===== src/rtl/prga_fifo_unit.sv =====
// Single-clock FIFO with a selectable read interface (registered or first-word-fall-through).
// An optional conversion stage builds the storage core in the opposite mode and adapts it.

module prga_fifo_core #(
  parameter int DATA_WIDTH = 8,
  parameter int DEPTH_LOG2 = 1,
  parameter int LA         = 0
) (
  input  logic                  clk,
  input  logic                  rst,
  input  logic                  wr,
  input  logic [DATA_WIDTH-1:0] din,
  output logic                  full,
  input  logic                  rd,
  output logic                  empty,
  output logic [DATA_WIDTH-1:0] dout
);
  localparam int DEPTH = 1 << DEPTH_LOG2;
  localparam logic [DEPTH_LOG2:0] PTR_ONE = {{DEPTH_LOG2{1'b0}}, 1'b1};

  logic [DATA_WIDTH-1:0] r_mem [DEPTH];
  logic [DEPTH_LOG2:0]   r_wptr;
  logic [DEPTH_LOG2:0]   r_rptr;
  logic [DEPTH_LOG2-1:0] w_waddr;
  logic [DEPTH_LOG2-1:0] w_raddr;
  logic                  w_push;
  logic                  w_pop;

  assign w_waddr = r_wptr[DEPTH_LOG2-1:0];
  assign w_raddr = r_rptr[DEPTH_LOG2-1:0];
  // The extra pointer MSB distinguishes a full ring from an empty one.
  assign empty   = (r_wptr == r_rptr);
  assign full    = (w_waddr == w_raddr) && (r_wptr[DEPTH_LOG2] != r_rptr[DEPTH_LOG2]);
  assign w_push  = wr && !full;
  assign w_pop   = rd && !empty;

  always_ff @(posedge clk or posedge rst) begin
    if (rst) begin
      r_wptr <= '0;
      r_rptr <= '0;
    end else begin
      if (w_push) r_wptr <= r_wptr + PTR_ONE;
      if (w_pop)  r_rptr <= r_rptr + PTR_ONE;
    end
  end

  always_ff @(posedge clk) begin
    if (w_push) r_mem[w_waddr] <= din;
  end

  generate
    if (LA != 0) begin : g_la
      assign dout = r_mem[w_raddr];
    end else begin : g_nla
      logic [DATA_WIDTH-1:0] r_dout;
      always_ff @(posedge clk or posedge rst) begin
        if (rst)        r_dout <= '0;
        else if (w_pop) r_dout <= r_mem[w_raddr];
      end
      assign dout = r_dout;
    end
  endgenerate
endmodule

module prga_fifo_unit #(
  parameter int DATA_WIDTH = 8,
  parameter int DEPTH_LOG2 = 1,
  parameter int LOOKAHEAD  = 0,
  parameter int CONVERT    = 0
) (
  input  logic                  clk,
  input  logic                  rst,
  output logic                  full,
  input  logic                  wr,
  input  logic [DATA_WIDTH-1:0] din,
  output logic                  empty,
  input  logic                  rd,
  output logic [DATA_WIDTH-1:0] dout
);
  generate
    if (CONVERT == 0) begin : g_direct
      prga_fifo_core #(
        .DATA_WIDTH(DATA_WIDTH), .DEPTH_LOG2(DEPTH_LOG2), .LA(LOOKAHEAD)
      ) u_core (
        .clk(clk), .rst(rst), .wr(wr), .din(din), .full(full),
        .rd(rd), .empty(empty), .dout(dout)
      );
    end else if (LOOKAHEAD != 0) begin : g_nla2la
      logic                  w_core_empty;
      logic [DATA_WIDTH-1:0] w_cdout;
      logic                  w_rd_i;
      logic                  w_pop;
      logic [2:0]            w_occ;
      logic [DATA_WIDTH-1:0] r_buf0;
      logic [DATA_WIDTH-1:0] r_buf1;
      logic [1:0]            r_cnt;
      logic                  r_pend;

      prga_fifo_core #(
        .DATA_WIDTH(DATA_WIDTH), .DEPTH_LOG2(DEPTH_LOG2), .LA(0)
      ) u_core (
        .clk(clk), .rst(rst), .wr(wr), .din(din), .full(full),
        .rd(w_rd_i), .empty(w_core_empty), .dout(w_cdout)
      );

      assign empty  = (r_cnt == 2'd0);
      assign dout   = r_buf0;
      assign w_pop  = rd && !empty;
      // Count words that will still occupy the buffer after this edge, including the one
      // arriving from an in-flight core read; pop only implies r_cnt>=1, so no underflow.
      assign w_occ  = {1'b0, r_cnt} + {2'b00, r_pend} - {2'b00, w_pop};
      assign w_rd_i = !w_core_empty && (w_occ < 3'd2);

      // Stage boundary: core read issued now, its data lands in the buffer next cycle.
      always_ff @(posedge clk or posedge rst) begin
        if (rst) begin
          r_buf0 <= '0;
          r_buf1 <= '0;
          r_cnt  <= 2'd0;
          r_pend <= 1'b0;
        end else begin
          r_pend <= w_rd_i;
          case ({w_pop, r_pend})
            2'b11: begin
              if (r_cnt == 2'd2) begin
                r_buf0 <= r_buf1;
                r_buf1 <= w_cdout;
              end else begin
                r_buf0 <= w_cdout;
              end
            end
            2'b10: begin
              r_buf0 <= r_buf1;
              r_cnt  <= r_cnt - 2'd1;
            end
            2'b01: begin
              if (r_cnt == 2'd0) r_buf0 <= w_cdout;
              else               r_buf1 <= w_cdout;
              r_cnt <= r_cnt + 2'd1;
            end
            default: ;
          endcase
        end
      end
    end else begin : g_la2nla
      logic                  w_core_empty;
      logic [DATA_WIDTH-1:0] w_chead;
      logic                  w_rd_i;
      logic [DATA_WIDTH-1:0] r_dout;

      prga_fifo_core #(
        .DATA_WIDTH(DATA_WIDTH), .DEPTH_LOG2(DEPTH_LOG2), .LA(1)
      ) u_core (
        .clk(clk), .rst(rst), .wr(wr), .din(din), .full(full),
        .rd(w_rd_i), .empty(w_core_empty), .dout(w_chead)
      );

      assign w_rd_i = rd && !w_core_empty;
      assign empty  = w_core_empty;
      assign dout   = r_dout;

      // Stage boundary: fall-through head registered on each accepted read.
      always_ff @(posedge clk or posedge rst) begin
        if (rst)         r_dout <= '0;
        else if (w_rd_i) r_dout <= w_chead;
      end
    end
  endgenerate
endmodule


===== config.mk =====
export PLATFORM = sky130hd
export DESIGN_NAME = prga_fifo_unit
export DESIGN_NICKNAME = d
export VERILOG_FILES = /design/src/rtl/prga_fifo_unit.sv
export SDC_FILE = /design/constraint.sdc
export NUM_CORES = 1
export LEC_CHECK = 0
export CAP_MARGIN = 20
export CORE_MARGIN = 3
export CORE_UTILIZATION = 25
export CTS_CLUSTER_DIAMETER = 50
export DETAILED_ROUTE_END_ITERATION = 8
export PLACE_DENSITY = 0.53
export SLEW_MARGIN = 20
export SYNTH_ARGS = -nofsm -noshare
export SYNTH_HDL_FRONTEND = slang
export SYNTH_SLANG_ARGS = --single-unit

===== constraint.sdc =====
create_clock -name clk -period 1.77 [get_ports clk]
set_clock_uncertainty 0.2 [all_clocks]
set_input_delay 0.177 -clock clk [delete_from_list [all_inputs] [get_ports clk]]
set_output_delay 0.177 -clock clk [all_outputs]
set_load 0.02 [all_outputs]

==> qor_table.md <==
| Step | Quantity | This run |
| --- | --- | --- |
| routing | Total length of routed wires | 1800 um |
| clock tree | Register clock-pin slew on the reported worst setup and hold paths | 0.09 ns |
| global routing | Number of antenna violations at the first check in global routing | 0 |
| job | Max-cap violations | 0 |
| pwr | P_leak | 0.545 nW |
| synthesis | Number of synthesis warnings | 0 |
| timing | Max Fclk | 0.586 GHz |
| clock tree | Clock Sinks | 28 |
| cells and area | Final-stage net count | 103 |
| timing | Rel. slew slack | 0.677 |
| outcome | Outcome | completed |
| worst hold path | Worst hold-check path type | in2async |
| clock tree | CTS root buffer | clkbuf_8 |
| clock tree | # H-tree levels | 1 |
| floorplan | Count of pins on the block boundary | 22 |
| floorplan | Chip Width | 72.1 um |
| pwr | Share of power burned in combinational logic | 0.472 |
| routing | Number of DRC markers in iteration 0 | 29 |
| critical path | Critical path class | reg2reg |
| synthesis | Netlist area before placement | 1090 sq um |
| pwr | Clock power share | 0.135 |
| critical path | Worst stage delay on the critical path | 0.45 ns |
| synthesis | Unique masters post-synth | 12 |
| synthesis | Mean instance size in the synthesized netlist | 17.6 sq um |
| critical path | Depth of the most critical reg-to-reg path | 3 |
| placed design | Number of buffers added on ports | 21 |
| synthesis | Number of instances in the synthesized netlist | 62 |
| synthesis | Sequential area share after synthesis | 0.715 |
| cells and area | # diodes | 0 |
| cells and area | Layout cell share with drive strength beyond 1 | 0.344 |
| routing | Via total after detailed routing | 583 |
| routing | Average via count per standard cell | 4.16 |
| pwr | Switching power | 0.962 mW |
| global routing | Total track usage | 0.0783 |
| floorplan | Die extent in y | 72.1 um |
| critical path | Reg2Reg Setup Slack | 0.06 ns |
| timing | Final-layout setup total negative slack | 0 ns |
| cells and area | Relative area change from synthesis to final layout | 35.9% |
| placed design | Total placed cells including tap cells | 136 |
| synthesis | Post-synth net total | 74 |
| timing | Pins Over Slew Limit | 0 |
| critical path | Required time of the critical path | 1.73 ns |
| cells and area | Number of non-filler instances in the completed layout | 140 |
| floorplan | Core area | 4120 sq um |
| placed design | Hpwl dp | 1310 um |
| floorplan | Initial Util | 0.265 |
| routing | Remaining antenna violation count after routing | 0 |
| clock tree | Buffer levels on the longest clock path | 2 |
| clock tree | Number of buffers added by the clock tree synthesis step | 3 |
| global routing | Pin count of the biggest net entering global routing | 16 |
| pwr | Reg power frac | 0.393 |
| critical path | Timing startpoint of the critical path | g_direct.u_core.r_wptr[1] |
| timing | Setup repair after global routing missed its margin | true |
| critical path | Worst path buffer plus inverter count | 0 |
| timing | Worst-margin pin slew | 0.484 ns |
| pwr | Ratio of total power to cell area | 1910 nW/um^2 |
| cells and area | Most common library cell in the layout ignoring fill and taps | clkdlybuf4s50_1 |
| critical path | Slowest stage cell on the critical path | dfrtp_2 |
| critical path | Cell Chain, Critical Path | xor2_2 > o21ai_4 > mux2_2 |
| routing | First-pass iteration count of the detailed router | 4 |
| timing | Tightest hold margin | 0.0318 ns |
| floorplan | Standard-cell row count | 23 |
| placed design | Placer Congestion | 0.668 |
| critical path | Arrival time worst endpoint | 1.66 ns |
| floorplan | Die ar. | 5200 sq um |
| timing | Final clock period utilization by the worst path | 0.964 |
| critical path | Worst-path maximum fanout | 9 |
| routing | Average routed wire per standard cell | 12.9 um |
| timing | Final min period | 1.71 ns |
| pwr | P_int | 1.87 mW |
| global routing | Wire length of the first global-routing pass | 3070 um |
| critical path | Largest delay share family, worst path | flip-flops |
| clock tree | Number of setup buffers added after CTS | 0 |
| critical path | Worst R2R Start | g_direct.u_core.r_wptr[1] |
| timing | Number of setup violations in the final report | 0 |
| cells and area | Layout fillers | 389 |
| cells and area | Highest-count cells in the layout ignoring fill and taps | clkdlybuf4s50_1 (19), mux2_2 (16), edfxtp_1 (16) |
| timing | Final hold violation count | 0 |
| critical path | Worst flop-to-flop path endpoint | g_direct.u_core.dout[2] |
| clock tree | Hold Buf Count CTS | 0 |
| cells and area | Finished Core Util | 0.361 |
| clock tree | Clock insertion delay at the later pin of the skew report | 0.27 ns |
| clock tree | TritonCTS clock tree | built |
| synthesis | FF+latch count, synth | 28 |
| pwr | Max rail drop VDD | 0.361 mV |
| global routing | Total global routing overflow | 0 |
| critical path | Crit. End Element | flop |
| critical path | CP Launch Type | flop |
| routing | Post-route DRC violation count | 0 |
| pwr | Switching part of the total | 0.340 |
| global routing | Via count of the first global-routing pass | 650 |
==> cell usage after synthesis <==
cell type  number  area share
o21ai_0         1      0.0046
o21ai_4         1       0.015
xor2_2          1       0.015
edfxtp_1       16        0.44
nor2_1          3       0.010
xor2_1          1      0.0080
dfrtp_1        12        0.27
mux2_2         16        0.16
buf_1           1      0.0034
o211ai_1        2       0.014
inv_1           3       0.010
xnor2_1         5       0.040
==> stage by stage <==
stage / power, mW / worst slack, ns / area [sq um]
after detailed placement: 2.49 / 0.0197 / 1420
final: 2.83 / 0.0633 / 1480
after global routing: 3.02 / -0.00755 / 1480
after global placement: 2.46 / 0.0600 / 1420
after CTS: 2.86 / 0.000282 / 1480
after floorplan: 1.91 / 0.0473 / 1090
==> registers in the layout (all words and copies together), names as in the netlist <==
register and count:
g_direct.u_core.dout 8, g_direct.u_core.r_mem 16, g_direct.u_core.r_rptr 2, g_direct.u_core.r_wptr 2
==> worst max path at each step <==
stage	end	slack (ns)	cells past startpoint
detailed placement	empty	0.02	3
floorplan	g_direct.u_core.r_mem[0][0]	0.05	3
global route	g_direct.u_core.dout[0]	-0.008	3
finish	g_direct.u_core.dout[2]	0.06	3
CTS	full	0.0003	3
global placement	full	0.06	3
==> metal layers <==
metal | wire, um | global-route usage | vias up
met3 | 137 | 0.0291 | 2
met5 | 0 | 0 | -
met2 | 824 | 0.122 | 17
met4 | 4 | 0.0251 | 0
met1 | 836 | 0.101 | 288
li1 | - | - | 276
==> cell families (layout without fill, tap and decap cells) <==
logic type,Yosys count,after routing,synth area share
DFF,28,28,0.715
muxes,16,16,0.165
xor gates and xnor gates,7,7,0.0630
AOI/OAI and AO/OA,4,4,0.0332
buffers and inverters,4,32,0.0137
and+or+nand+nor,3,3,0.0103
==> what timing repair did <==
item	4_1_cts	5_1_grt
gates cloned	0	0
pin swaps	1	2
resized for setup	5	5
endpoints found under the setup margin	2	10
==> power by group through the flow <==
stage	Sequential (mW)	Combinational (mW)	Clock, mW
final	1.11	1.34	0.382
after global routing	1.14	1.45	0.432
after CTS	1.10	1.37	0.394
after detailed placement	1.10	1.39	0
after global placement	1.10	1.36	0
after floorplan	1.22	0.690	0
==> final cells by class <==
cell class / instances / area [sq um] / area share
clock buffer: 4 / 55.1 / 0.0371
tap: 50 / 62.6 / 0.0422
inverter: 3 / 11.3 / 0.00759
multi-input combinational: 30 / 318 / 0.214
sequential: 28 / 782 / 0.527
timing repair buffer: 25 / 255 / 0.172
No activity file was read; power rests on OpenSTA's default activity.
